$ cat src/rtl/riscv_core_amo_unit.sv
// RV32A atomic sequencer: runs AMO read-modify-write, LR.W and SC.W against the
// data-memory port and keeps the single LR reservation.
module riscv_core_amo_unit #(
    parameter int DATA_WIDTH = 32,
    parameter int ADDR_WIDTH = 32
) (
    input  logic                  i_clk,
    input  logic                  i_rst,
    input  logic                  i_req_valid,
    output logic                  o_req_ready,
    input  logic [1:0]            i_req_kind,
    input  logic [3:0]            i_req_op,
    input  logic [ADDR_WIDTH-1:0] i_req_addr,
    input  logic [DATA_WIDTH-1:0] i_req_wdata,
    output logic                  o_resp_valid,
    input  logic                  i_resp_ready,
    output logic [DATA_WIDTH-1:0] o_resp_rdata,
    output logic                  o_resp_err,
    output logic                  o_mem_req,
    output logic                  o_mem_we,
    output logic [ADDR_WIDTH-1:0] o_mem_addr,
    output logic [DATA_WIDTH-1:0] o_mem_wdata,
    input  logic                  i_mem_gnt,
    input  logic                  i_mem_rvalid,
    input  logic [DATA_WIDTH-1:0] i_mem_rdata,
    input  logic                  i_mem_err,
    input  logic                  i_store_valid,
    input  logic [ADDR_WIDTH-1:0] i_store_addr,
    output logic                  o_busy
);
    localparam int WW = ADDR_WIDTH - 2;
    localparam logic [1:0] KIND_AMO = 2'b00;
    localparam logic [1:0] KIND_LR  = 2'b01;
    localparam logic [1:0] KIND_SC  = 2'b10;
    localparam logic [1:0] KIND_ILL = 2'b11;

    typedef enum logic [2:0] {S_IDLE, S_RD_REQ, S_RD_WAIT, S_WR_REQ, S_RESP} state_t;

    state_t                state_q, state_d;
    logic [1:0]            kind_q, kind_d;
    logic [3:0]            op_q, op_d;
    logic [WW-1:0]         word_q, word_d;
    // Holds rs2 until the read returns, then the AMO result that gets written back.
    logic [DATA_WIDTH-1:0] wdata_q, wdata_d;
    logic [DATA_WIDTH-1:0] rdata_q, rdata_d;
    logic                  err_q, err_d;
    logic                  resv_valid_q, resv_valid_d;
    logic [WW-1:0]         resv_word_q, resv_word_d;

    logic [WW-1:0] req_word;
    logic [WW-1:0] store_word;
    logic          req_illegal;
    logic          resv_hit;
    logic          unused_store_lsb;

    assign req_word         = i_req_addr[ADDR_WIDTH-1:2];
    assign store_word       = i_store_addr[ADDR_WIDTH-1:2];
    assign unused_store_lsb = ^i_store_addr[1:0];
    assign req_illegal      = (i_req_addr[1:0] != 2'b00) || (i_req_kind == KIND_ILL) ||
                              ((i_req_kind == KIND_AMO) && (i_req_op > 4'd8));
    assign resv_hit         = resv_valid_q && (resv_word_q == req_word);

    function automatic logic [DATA_WIDTH-1:0] amo_calc(input logic [3:0] op,
                                                       input logic [DATA_WIDTH-1:0] old,
                                                       input logic [DATA_WIDTH-1:0] rs2);
        logic signed [DATA_WIDTH-1:0] s_old;
        logic signed [DATA_WIDTH-1:0] s_rs2;
        s_old = old;
        s_rs2 = rs2;
        case (op)
            4'd0:    amo_calc = rs2;
            4'd1:    amo_calc = old + rs2;
            4'd2:    amo_calc = old & rs2;
            4'd3:    amo_calc = old | rs2;
            4'd4:    amo_calc = old ^ rs2;
            4'd5:    amo_calc = (s_rs2 > s_old) ? rs2 : old;
            4'd6:    amo_calc = (s_rs2 < s_old) ? rs2 : old;
            4'd7:    amo_calc = (rs2 > old) ? rs2 : old;
            4'd8:    amo_calc = (rs2 < old) ? rs2 : old;
            default: amo_calc = old;
        endcase
    endfunction

    always_ff @(posedge i_clk or posedge i_rst) begin
        if (i_rst) begin
            state_q      <= S_IDLE;
            kind_q       <= '0;
            op_q         <= '0;
            word_q       <= '0;
            wdata_q      <= '0;
            rdata_q      <= '0;
            err_q        <= 1'b0;
            resv_valid_q <= 1'b0;
            resv_word_q  <= '0;
        end else begin
            state_q      <= state_d;
            kind_q       <= kind_d;
            op_q         <= op_d;
            word_q       <= word_d;
            wdata_q      <= wdata_d;
            rdata_q      <= rdata_d;
            err_q        <= err_d;
            resv_valid_q <= resv_valid_d;
            resv_word_q  <= resv_word_d;
        end
    end

    always_comb begin
        state_d      = state_q;
        kind_d       = kind_q;
        op_d         = op_q;
        word_d       = word_q;
        wdata_d      = wdata_q;
        rdata_d      = rdata_q;
        err_d        = err_q;
        resv_valid_d = resv_valid_q;
        resv_word_d  = resv_word_q;
        case (state_q)
            S_IDLE: begin
                if (i_req_valid) begin
                    kind_d  = i_req_kind;
                    op_d    = i_req_op;
                    word_d  = req_word;
                    wdata_d = i_req_wdata;
                    rdata_d = '0;
                    err_d   = 1'b0;
                    if (i_req_kind == KIND_SC) resv_valid_d = 1'b0;
                    if (req_illegal) begin
                        err_d   = 1'b1;
                        state_d = S_RESP;
                    end else if (i_req_kind == KIND_SC) begin
                        if (resv_hit) begin
                            state_d = S_WR_REQ;
                        end else begin
                            rdata_d = DATA_WIDTH'(1);
                            state_d = S_RESP;
                        end
                    end else begin
                        state_d = S_RD_REQ;
                    end
                end
            end
            S_RD_REQ: if (i_mem_gnt) state_d = S_RD_WAIT;
            S_RD_WAIT: begin
                if (i_mem_rvalid) begin
                    if (i_mem_err) begin
                        err_d   = 1'b1;
                        state_d = S_RESP;
                    end else if (kind_q == KIND_LR) begin
                        rdata_d      = i_mem_rdata;
                        resv_valid_d = 1'b1;
                        resv_word_d  = word_q;
                        state_d      = S_RESP;
                    end else begin
                        rdata_d = i_mem_rdata;
                        wdata_d = amo_calc(op_q, i_mem_rdata, wdata_q);
                        state_d = S_WR_REQ;
                    end
                end
            end
            S_WR_REQ: begin
                if (i_mem_gnt) begin
                    err_d = i_mem_err;
                    if ((kind_q == KIND_AMO) && resv_valid_q && (resv_word_q == word_q))
                        resv_valid_d = 1'b0;
                    state_d = S_RESP;
                end
            end
            S_RESP: if (i_resp_ready) state_d = S_IDLE;
            default: state_d = S_IDLE;
        endcase
        // Comparing against the next value lets a coincident store beat an LR setting it.
        if (i_store_valid && (resv_word_d == store_word)) resv_valid_d = 1'b0;
    end

    always_comb begin
        o_req_ready  = 1'b0;
        o_mem_req    = 1'b0;
        o_mem_we     = 1'b0;
        o_resp_valid = 1'b0;
        case (state_q)
            S_IDLE:   o_req_ready = 1'b1;
            S_RD_REQ: o_mem_req = 1'b1;
            S_WR_REQ: begin
                o_mem_req = 1'b1;
                o_mem_we  = 1'b1;
            end
            S_RESP:   o_resp_valid = 1'b1;
            default:  o_req_ready = 1'b0;
        endcase
    end

    assign o_busy       = (state_q != S_IDLE);
    assign o_mem_addr   = {word_q, 2'b00};
    assign o_mem_wdata  = wdata_q;
    assign o_resp_rdata = rdata_q;
    assign o_resp_err   = err_q;

endmodule

$ cat config.mk
export PLATFORM = sky130hd
export DESIGN_NAME = riscv_core_amo_unit
export DESIGN_NICKNAME = d
export VERILOG_FILES = /design/src/rtl/riscv_core_amo_unit.sv
export SDC_FILE = /design/constraint.sdc
export NUM_CORES = 1
export LEC_CHECK = 0
export ABC_AREA = 1
export BUFFER_PORTS_ARGS = -buffer_cell sky130_fd_sc_hd__buf_4
export CELL_PAD_IN_SITES_DETAIL_PLACEMENT = 1
export CELL_PAD_IN_SITES_GLOBAL_PLACEMENT = 1
export CORE_MARGIN = 4
export CORE_UTILIZATION = 42
export DETAILED_ROUTE_END_ITERATION = 7
export HOLD_SLACK_MARGIN = 0.06
export PLACE_DENSITY = 0.9
export SLEW_MARGIN = 20
export SYNTH_ARGS = -nofsm -noshare
export SYNTH_HDL_FRONTEND = slang
export SYNTH_SLANG_ARGS = --single-unit
$ cat constraint.sdc
create_clock -name i_clk -period 8.58 [get_ports i_clk]
set_input_delay 0 -clock i_clk [delete_from_list [all_inputs] [get_ports i_clk]]
set_output_delay 0 -clock i_clk [all_outputs]
set_load 0.01 [all_outputs]
==> impl_metrics.py, run 1 <==
metrics = {
    "run_status": {
        "status": "finished, final reports clean",
    },
    "finish": {
        "fillerInstances": 3748,
        "area_growth_pct": 32.4,
        "drive_gt1_frac": 0.142,
        "regArea_um2": 3380,
        "multi_input_area_um2": 7180,
        "nets": 2459,
    },
    "logic_synthesis": {
        "synth_xor_area_frac": 0.0284,
        "synth.area.top_cells": "dfrtp_1 28%, nand2_1 20%, ha_1 10%",
        "yosysTopAreaCellShare": 0.281,
        "netlist_instances": 1894,
        "ys_async_sr_fraction": 1.00,
        "ys_seq_elements": 135,
        "synth_top_family_by_area": "simple AND/OR/NAND/NOR gates",
        "synthTopCellsByCount": "635 x nand2_1, 319 x inv_1, 149 x o21ai_0, 135 x dfrtp_1, 129 x nand3_1",
        "synth.area.mux_share": 0.0113,
        "synth_simple_gate_area_frac": 0.324,
        "synth_top_cell_by_area": "dfrtp_1",
        "yosysSeqAreaShare": 0.281,
        "synth_fa_ha_area_frac": 0.102,
        "ys.flop_type": "dfrtp_1",
        "yosysUniqueCellTypes": 45,
        "synth_area_um2": 12000,
        "synth.most_common_cell": "nand2_1",
        "syn_area_per_cell_um2": 6.34,
        "ys_warn_count": 0,
        "synth_edf_count": 0,
        "synth_compound_area_frac": 0.130,
    },
    "die": {
        "die-area_um2": 31400,
        "io_pins": 244,
        "rows": 61,
        "start_util": 0.429,
        "fp.coreArea_um2": 28000,
        "die-height_um": 177,
        "dieWidth_um": 177,
    },
    "placed_design": {
        "dp_hpwl_mm": 36.5,
        "place.gp.congestion": 0.928,
        "post-place-ws_ns": 4.15,
        "numPortBuffers": 239,
    },
    "clock_tree": {
        "cts-root-buf": "clkbuf_16",
        "postCtsSetupRepairBufs": 0,
        "cts_sinks": 135,
        "clkLatencyLatePin_ns": 0.46,
        "cts_tree": "yes",
        "htreeDepth": 4,
        "clk_pin_slew_ns": 0.08,
        "cts_buffer_depth": 2,
        "numCtsBuffers": 17,
        "ctsResizeCount": 0,
    },
    "detailed_routing": {
        "drt_iter0_markers": 1090,
        "wl_per_cell_um": 22.7,
        "drtPass1Iterations": 5,
        "totalWireLength_mm": 59.4,
        "postRouteAntennaNets": 0,
        "avgViaCountPerCell": 5.75,
        "detail_route.drc_violations": 0,
        "num_vias": 15000,
    },
    "sta": {
        "timing.hold.ws_ns": 0.121,
        "relSlewSlack": 0.236,
        "finalSetupTns_ns": 0,
        "fin_skew_ns": 0.0189,
        "rsz0062_at_grt": "no",
        "setup_viol": 0,
        "hold_viol": 0,
        "setup_ws_ns": 3.69,
        "fmax_mhz": 204,
        "worst_pin_slew_ns": 1.15,
        "drv_slew": 0,
        "finalCriticalPeriod_ns": 4.89,
        "period_share": 0.570,
    },
    "setup_path": {
        "r2r_start": "o_mem_wdata[21]",
        "end_kind": "flop",
        "critPathKind": "flop to flop",
        "worst_ep_arrival_time_ns": 5.27,
        "cp-start-kind": "flop",
        "worstPathMaxFanout": 33,
        "cp_data_required_time_ns": 8.96,
        "crit_start": "o_mem_wdata[21]",
    },
    "grt": {
        "grt_busiest_layer": "met2",
        "grt_usage": 0.370,
        "grt_pass1_wl_mm": 91.1,
        "grt-ovfl-total": 0,
        "use_met3": 0.0784,
        "grt_pass1_vias": 16300,
        "grt_max_degree": 80,
        "antenna_found_initial": 4,
        "grtUsageMet2": 0.638,
        "grt_use_met1": 0.429,
    },
    "hold_path": {
        "hold_class": "primary input to flop",
        "worstHoldStart": "i_store_addr[21]",
    },
    "power_and_ir_drop": {
        "power_density_nw_per_um2": 331,
        "leakagePower_nw": 8.82,
        "ir_worst_vdd_mv": 0.184,
    },
    "flow_run": {
        "cap_violations": 0,
    },
}
[registers in the layout (all words and copies together) (netlist names)]
signal and count:
o_resp_rdata 32, op_q 4, state_q 3, o_resp_err 1, word_q 30, kind_q 2, resv_word_q 30, o_mem_wdata 32
resv_valid_q 1
[logic make-up (layout without fill, tap and decap cells)]
kind of cell,after synthesis,count (layout)
flops,135,135
buf+inv,383,721
mux,12,12
compound gates,278,278
other cells,1,5
simple gates,949,949
xor+xnor,39,39
fa+ha+maj,97,97
[through the flow]
step	power (mW)	util	std cells	instance area (µm²)
after floorplan	2.98	-	1895	12000
after global placement	3.97	0.504	2462	14100
after detailed placement	4.11	0.504	2462	14100
after CTS	5.00	0.567	2611	15900
after global routing	5.58	0.567	2614	15900
final	5.25	0.567	2614	15900
[routing by layer]
metal  wire [µm]  part of all wire  vias to the layer above
li1            -                 -                     6615
met1       22900              0.39                     7348
met2       28800              0.49                      810
met3        4300             0.072                      265
met4        3370             0.057                        2
met5          13           0.00022                        -
[power by group]
part           switching, mW  total, mW  leakage [nW]  internal (mW)
Sequential             0.332       1.20          1.71          0.871
Clock                  0.405      0.825         0.294          0.420
Combinational           2.14       3.23          6.81           1.08
[final cells by class]
| class | instances | share of cell area |
|---|---|---|
| Antenna cell | 3 | 0.000472 |
| Clock buffer | 17 | 0.0268 |
| Clock inverter | 15 | 0.0113 |
| Inverter | 324 | 0.0768 |
| Multi-Input combinational cell | 1377 | 0.452 |
| Sequential cell | 135 | 0.213 |
| Tap cell | 378 | 0.0298 |
| Timing Repair Buffer | 365 | 0.191 |
[worst max-delay path: stages (launching register included)]
cell and delay [ns]:
dfrtp_1 0.49, inv_1 0.09, ha_1 0.46, inv_1 0.20
a21oi_1 0.17, o21a_1 0.14, nand2_1 0.07, a21oi_1 0.40
nand3_1 0.14, nand3_1 0.12, nand3_2 0.83, nand2_1 1.06
buf_4 0.43, nand2_1 0.11, nand2_1 0.10
[cells in the final DEF (no fill, tap or decap), types with 3 or more instances in the layout]
| master | Yosys | routed |
|---|---|---|
| nand2_1 | 635 | 634 |
| inv_1 | 319 | 318 |
| buf_4 | 2 | 248 |
| o21ai_0 | 149 | 148 |
| dfrtp_1 | 135 | 135 |
| nand3_1 | 129 | 129 |
| nor2_1 | 121 | 120 |
| dlygate4sd3_1 | 0 | 117 |
| ha_1 | 96 | 96 |
| a21oi_1 | 37 | 37 |
| o22ai_1 | 29 | 29 |
| nor3_1 | 22 | 22 |
| xor2_1 | 21 | 21 |
| nand4_1 | 19 | 19 |
| o21ai_1 | 20 | 19 |
| xnor2_1 | 18 | 18 |
| clkbuf_16 | 0 | 17 |
| a211oi_1 | 13 | 13 |
| mux2_2 | 12 | 12 |
| a221oi_1 | 11 | 11 |
| o211ai_1 | 6 | 6 |
| inv_2 | 5 | 5 |
| or2_2 | 5 | 5 |
| inv_6 | 0 | 5 |
| inv_8 | 0 | 5 |
| o21ai_2 | 2 | 4 |
| diode_2 | 0 | 3 |
| nor2_4 | 2 | 3 |
| and2_1 | 3 | 3 |
[final timing paths]
kind / end / slack, ns / depth (start not counted)
worst max-delay path: o_mem_wdata[12] / 3.69 / 14
max in group asynchronous: o_mem_wdata[21] / 6.96 / 4
worst min register to register: op_q[2] / 0.52 / 2
worst max register to register: o_mem_wdata[12] / 3.69 / 14
min in group asynchronous: o_resp_rdata[20] / 0.25 / 3
worst min-delay path: resv_valid_q / 0.12 / 7
[repair_timing]
| action | in CTS | in global routing |
|---|---|---|
| hold buffers | 117 | 0 |
| endpoints found under the setup margin | 0 | 0 |
| endpoints found under the hold margin | 198 | 0 |
Power figures use the tool's default switching activity.
==> run 2, diff against run 1 <==
- ABC_AREA: 1 -> 0
- CORE_UTILIZATION: 42 -> 38
- PLACE_DENSITY: 0.9 -> 0.81
- clock period: 8.58 -> 4.1 ns (I/O delays scaled with it)
==> impl_metrics.py, run 2 <==
metrics = {
    "finish": {
        "layout_commonest_cell": "buf_4",
        "nets": 1738,
        "multi_input_area_um2": 6700,
        "area_growth_pct": 37.2,
        "final_cell_mix": "273 x buf_4, 135 x dfrtp_1, 110 x dlygate4sd3_1, 96 x ha_1, 88 x inv_1",
        "regArea_um2": 3380,
        "postLayoutCoreUtil": 0.529,
        "drive_gt1_frac": 0.267,
        "fillerInstances": 3199,
    },
    "logic_synthesis": {
        "yosysSeqAreaShare": 0.316,
        "synthTopCellsByCount": "135 x dfrtp_1, 96 x ha_1, 89 x inv_1, 76 x mux2_2, 72 x a21oi_1",
        "synth_fa_ha_area_frac": 0.114,
        "synth_top_family_by_area": "compound AO/OA/AOI/OAI gates",
        "synth.area.mux_share": 0.103,
        "ys_async_sr_fraction": 1.00,
        "netlist_instances": 1170,
        "syn_area_per_cell_um2": 9.15,
        "synth_top_cell_by_area": "dfrtp_1",
        "ys_warn_count": 0,
        "synth_compound_area_frac": 0.200,
        "yosysTopAreaCellShare": 0.316,
        "synth.area.top_cells": "dfrtp_1 32%, ha_1 11%, mux2_2 8.0%",
        "synth_simple_gate_area_frac": 0.123,
        "synth_edf_count": 0,
        "ys_seq_elements": 135,
        "ys.flop_type": "dfrtp_1",
        "synth.most_common_cell": "dfrtp_1",
        "synth_area_um2": 10700,
        "synth_xor_area_frac": 0.0818,
        "yosysUniqueCellTypes": 69,
    },
    "sta": {
        "fin_skew_ns": 0.0175,
        "relSlewSlack": 0.356,
        "finalSetupTns_ns": 0,
        "hold_viol": 0,
        "setup_viol": 0,
        "drv_slew": 0,
        "finalCriticalPeriod_ns": 3.86,
        "fmax_mhz": 259,
        "period_share": 0.942,
        "worst_pin_slew_ns": 0.964,
        "rsz0062_at_grt": "no",
    },
    "power_and_ir_drop": {
        "p_clk_frac": 0.180,
        "swShare": 0.481,
        "ir_worst_vdd_mv": 0.303,
        "power.internal_mw": 4.77,
        "power_frac_comb": 0.565,
        "power_density_nw_per_um2": 625,
        "total_power_mw": 9.18,
        "pwr-share-seq": 0.255,
        "leakagePower_nw": 6.98,
        "p_sw_mw": 4.41,
    },
    "die": {
        "io_pins": 244,
        "fp.coreArea_um2": 27800,
        "dieWidth_um": 176,
        "die-area_um2": 30900,
        "rows": 61,
        "die-height_um": 176,
        "start_util": 0.385,
    },
    "setup_path": {
        "r2r_slack_ns": 0.24,
        "worstPathMaxFanout": 30,
        "worst_ep_arrival_time_ns": 4.19,
        "cp_data_required_time_ns": 4.43,
        "r2r_start": "state_q[1]",
        "r2r_cells": 11,
        "cp-start-kind": "flop",
        "r2r_end": "resv_valid_q",
        "end_kind": "flop",
        "critPathKind": "flop to flop",
    },
    "detailed_routing": {
        "drtPass1Iterations": 7,
        "wl_per_cell_um": 23.7,
        "totalWireLength_mm": 44.9,
        "drt_iter0_markers": 748,
        "postRouteAntennaNets": 0,
        "avgViaCountPerCell": 5.75,
        "num_vias": 10900,
        "detail_route.drc_violations": 0,
    },
    "grt": {
        "grt_max_degree": 93,
        "antenna_found_initial": 1,
        "grt_pass1_wl_mm": 69.5,
        "grt_pass1_vias": 12000,
        "grt-ovfl-total": 0,
        "grt_usage": 0.285,
    },
    "clock_tree": {
        "htreeDepth": 4,
        "clkLatencyLatePin_ns": 0.45,
        "cts-root-buf": "clkbuf_16",
        "cts_tree": "yes",
        "postCtsSetupRepairBufs": 0,
        "numCtsBuffers": 17,
        "cts_buffer_depth": 2,
        "cts_sinks": 135,
        "clk_pin_slew_ns": 0.08,
    },
    "run_status": {
        "status": "finished, final reports clean",
    },
    "flow_run": {
        "cap_violations": 0,
    },
    "hold_path": {
        "worstHoldStart": "i_req_wdata[28]",
        "hold_class": "primary input to flop",
        "hold_depth": 5,
        "hold_end": "o_mem_wdata[28]",
    },
    "placed_design": {
        "dp_hpwl_mm": 29.6,
        "place.gp.congestion": 0.925,
        "numPortBuffers": 239,
    },
}
## run 2: cell types whose count changed after synthesis, moves of 29 or more
cell / change
xnor2_1: +35
a21oi_1: +35
inv_1: -230
nand2_1: -579
nor2_1: -50
a22o_1: +32
nand3_1: -114
clkbuf_1: +29
mux2_2: +64
o21ai_0: -80
## run 2: stage by stage
step	std cells	instance area (µm²)	hold WS [ns]	setup slack, ns
finish	1891	14700	0.0817	0.237
global route	1890	14700	0.112	0.0262
CTS	1890	14700	0.0614	0.305
detailed placement	1748	13000	0.249	0.496
global placement	1748	13000	0.246	0.575
floorplan	1171	10700	0.133	0.489
## run 2: cells by family after synthesis
family	after synthesis
other cells	1
mux	99
simple gates	255
xor+xnor	100
fa+ha+maj	97
buf+inv	165
compound gates	318
flops	135
## run 2: power groups by stage
stage,clock network [mW],registers (mW),logic (mW)
after floorplan,0,2.30,2.97
after global placement,0,2.27,4.75
after detailed placement,0,2.32,4.90
after CTS,1.66,2.30,5.04
after global routing,1.73,2.42,5.57
final,1.65,2.34,5.18
## run 2: what timing repair did
| item | in CTS | in global routing |
|---|---|---|
| resized for setup | 0 | 1 |
| hold buffers | 110 | 0 |
| setup endpoints to repair | 0 | 1 |
| endpoints found under the hold margin | 194 | 0 |
## run 2: cell type report
| type | count | area share |
|---|---|---|
| multi-input cells | 871 | 0.456 |
| clock buffers | 17 | 0.0290 |
| well taps | 378 | 0.0322 |
| flip-flops and latches | 135 | 0.230 |
| diodes | 1 | 0.000170 |
| inverters | 89 | 0.0231 |
| clock inverters | 15 | 0.0134 |
| repair buffers | 385 | 0.217 |
## run 2: critical path, cell delays in order, from the launching register on
cell and delay (ns):
dfrtp_1 0.55, nor3b_2 0.24, nand4b_1 0.14, buf_6 0.32
mux2_2 0.41, xor2_1 0.16, nor4_1 0.36, nand4_1 0.13
dlygate4sd3_1 0.57, nor3_1 0.19, dlygate4sd3_1 0.59, a21oi_1 0.08
## run 2: layer usage
layer	track usage	vias to the layer above	part of all wire
met5	0	-	0
met4	0.110	0	0.037
met3	0.0633	112	0.067
met2	0.511	434	0.50
met1	0.331	5460	0.39
li1	-	4875	-
## run 2: worst max path at each step
stage | from | endpoint
floorplan | i_rst | kind_q[0]
global placement | o_mem_wdata[25] | o_mem_wdata[25]
detailed placement | o_mem_wdata[27] | o_mem_wdata[25]
CTS | state_q[1] | resv_valid_q
global route | state_q[1] | resv_valid_q
finish | state_q[1] | resv_valid_q
==> run 3, diff against run 2 <==
--- a/config.mk
+++ b/config.mk
@@ -12,4 +12,5 @@
 export CORE_MARGIN = 4
 export CORE_UTILIZATION = 38
+export CTS_CLUSTER_DIAMETER = 40
 export DETAILED_ROUTE_END_ITERATION = 7
 export HOLD_SLACK_MARGIN = 0.06
==> constraint.sdc (replaced) <==
create_clock -name i_clk -period 4.1 [get_ports i_clk]
set_input_delay 0.82 -clock i_clk [delete_from_list [all_inputs] [get_ports i_clk]]
set_output_delay 0.82 -clock i_clk [all_outputs]
set_load 0.01 [all_outputs]
==> impl_metrics.py, run 3 (synthesis results as in run 2) <==
metrics = {
    "die": {
        "io_pins": 244,
        "die-area_um2": 30900,
        "fp.coreArea_um2": 27800,
        "start_util": 0.385,
        "rows": 61,
        "die-height_um": 176,
        "dieWidth_um": 176,
    },
    "sta": {
        "period_share": 0.894,
        "rsz0062_at_grt": "no",
        "worst_pin_slew_ns": 0.898,
        "fmax_mhz": 273,
        "fin_skew_ns": 0.0172,
        "hold_viol": 0,
        "relSlewSlack": 0.401,
        "finalSetupTns_ns": 0,
        "setup_viol": 0,
        "setup_ws_ns": 0.434,
        "drv_slew": 0,
        "finalCriticalPeriod_ns": 3.67,
    },
    "setup_path": {
        "cp_cell_sequence": "buf_4 -> inv_1 -> ha_1 -> nor4_2 -> nand4_1 -> or3_1 -> and3_1 -> nand2b_1 -> mux4_2 -> nor2_2 -> buf_4 -> mux2_2",
        "critPathKind": "primary input to flop",
        "end_kind": "flop",
        "cpMostUsedCell": "buf_4",
        "r2r_slack_ns": 0.45,
        "critPathSlowestCell": "mux4_2",
        "cp_data_required_time_ns": 4.42,
        "r2r_end": "o_mem_wdata[19]",
        "worstPathMaxFanout": 10,
        "cp-start-kind": "primary input",
        "worst_ep_arrival_time_ns": 3.98,
        "r2r_cells": 11,
        "r2r_start": "o_mem_wdata[23]",
        "critPathMaxStageDelay_ns": 0.50,
    },
    "clock_tree": {
        "clkLatencyLatePin_ns": 0.44,
        "cts_sinks": 135,
        "cts-root-buf": "clkbuf_16",
        "cts_buffer_depth": 2,
        "ctsResizeCount": 0,
        "cts_tree": "yes",
        "clk_pin_slew_ns": 0.08,
        "htreeDepth": 4,
        "cts_hold_buffers": 0,
        "numCtsBuffers": 17,
        "postCtsSetupRepairBufs": 0,
    },
    "detailed_routing": {
        "avgViaCountPerCell": 5.69,
        "detail_route.drc_violations": 0,
        "num_vias": 10200,
        "wl_per_cell_um": 22.3,
        "drt_iter0_markers": 529,
        "totalWireLength_mm": 40.1,
        "drtPass1Iterations": 4,
        "postRouteAntennaNets": 0,
    },
    "grt": {
        "grt_usage": 0.256,
        "grt_max_degree": 89,
        "grt_pass1_vias": 11200,
        "grt_pass1_wl_mm": 62.9,
        "grt-ovfl-total": 0,
        "antenna_found_initial": 0,
    },
    "hold_path": {
        "hold_class": "primary input to asynchronous set/reset pin",
    },
    "finish": {
        "layout_commonest_cell": "buf_4",
        "final_cells": 1799,
        "nets": 1647,
        "postLayoutCoreUtil": 0.494,
        "drive_gt1_frac": 0.297,
        "area_growth_pct": 28.3,
        "antennaDiodeCount": 0,
        "final_area_um2": 13700,
        "final_cell_mix": "293 x buf_4, 135 x dfrtp_1, 96 x ha_1, 88 x inv_1, 76 x mux2_2",
    },
    "flow_run": {
        "cap_violations": 0,
    },
    "placed_design": {
        "numPortBuffers": 239,
        "dp_cells": 1767,
        "dp_hpwl_mm": 30.0,
        "place.gp.congestion": 0.899,
        "post-place-ws_ns": 0.0150,
        "placed_cell_area_um2": 13100,
    },
    "power_and_ir_drop": {
        "power.internal_mw": 4.88,
        "swShare": 0.464,
        "p_sw_mw": 4.22,
        "pwr-share-seq": 0.256,
        "power_frac_comb": 0.555,
        "power_density_nw_per_um2": 662,
        "p_clk_frac": 0.189,
        "leakagePower_nw": 6.61,
        "ir_worst_vdd_mv": 0.315,
    },
    "run_status": {
        "status": "finished, final reports clean",
    },
}
run 3: cell count changes in the layout (fill, tap and decap cells not counted):
cell | before | now
clkinvlp_4 | 0 | 2
clkinv_4 | 2 | 1
clkinv_8 | 7 | 2
buf_6 | 1 | 0
bufinv_16 | 0 | 2
inv_8 | 5 | 6
inv_6 | 2 | 3
buf_4 | 273 | 293
diode_2 | 1 | 0
dlygate4sd3_1 | 110 | 0
run 3: worst max path at each step:
stage | from | end | slack, ns
CTS | i_mem_rdata[23] | o_mem_wdata[19] | 0.47
global route | o_mem_wdata[27] | o_mem_wdata[2] | 0.28
global placement | i_mem_rdata[23] | o_mem_wdata[14] | 0.13
floorplan | i_mem_rdata[28] | o_mem_wdata[10] | 0.42
detailed placement | i_mem_rdata[23] | o_mem_wdata[12] | 0.02
finish | i_mem_rdata[23] | o_mem_wdata[19] | 0.43
run 3: stage by stage:
stage | hold slack [ns] | power [mW]
3_3_place_gp | 0.476 | 7.12
5_1_grt | 0.452 | 9.68
4_1_cts | 0.427 | 9.10
3_5_place_dp | 0.481 | 7.32
2_1_floorplan | 0.496 | 5.27
6_report | 0.426 | 9.09
run 3: cell type report:
type	count	area, µm²
inverters	89	338
repair buffers	294	2220
flip-flops and latches	135	3380
multi-input cells	871	6700
fillers	3258	14000
clock inverters	15	203
clock buffers	17	425
well taps	378	473
run 3: power by group through the flow:
stage | Combinational, mW | Sequential [mW] | Clock (mW)
final | 5.05 | 2.33 | 1.72
after global routing | 5.46 | 2.41 | 1.81
after CTS | 5.03 | 2.33 | 1.74
after detailed placement | 4.97 | 2.35 | 0
after global placement | 4.82 | 2.30 | 0
after floorplan | 2.97 | 2.30 | 0
run 3: layer usage:
layer / track usage / part of all wire / vias up
li1: - / - / 4700
met1: 0.304 / 0.41 / 5146
met5: 0 / 0 / -
met4: 0.0812 / 0.026 / 0
met2: 0.454 / 0.50 / 326
met3: 0.0639 / 0.066 / 71
run 3: worst max-delay path, delay by kind of cell:
| family | cells | cell delay [ns] |
|---|---|---|
| and+or+nand+nor | 6 | 1.56 |
| muxes | 2 | 0.86 |
| buffers and inverters | 3 | 0.43 |
| adders and majority gates | 1 | 0.30 |
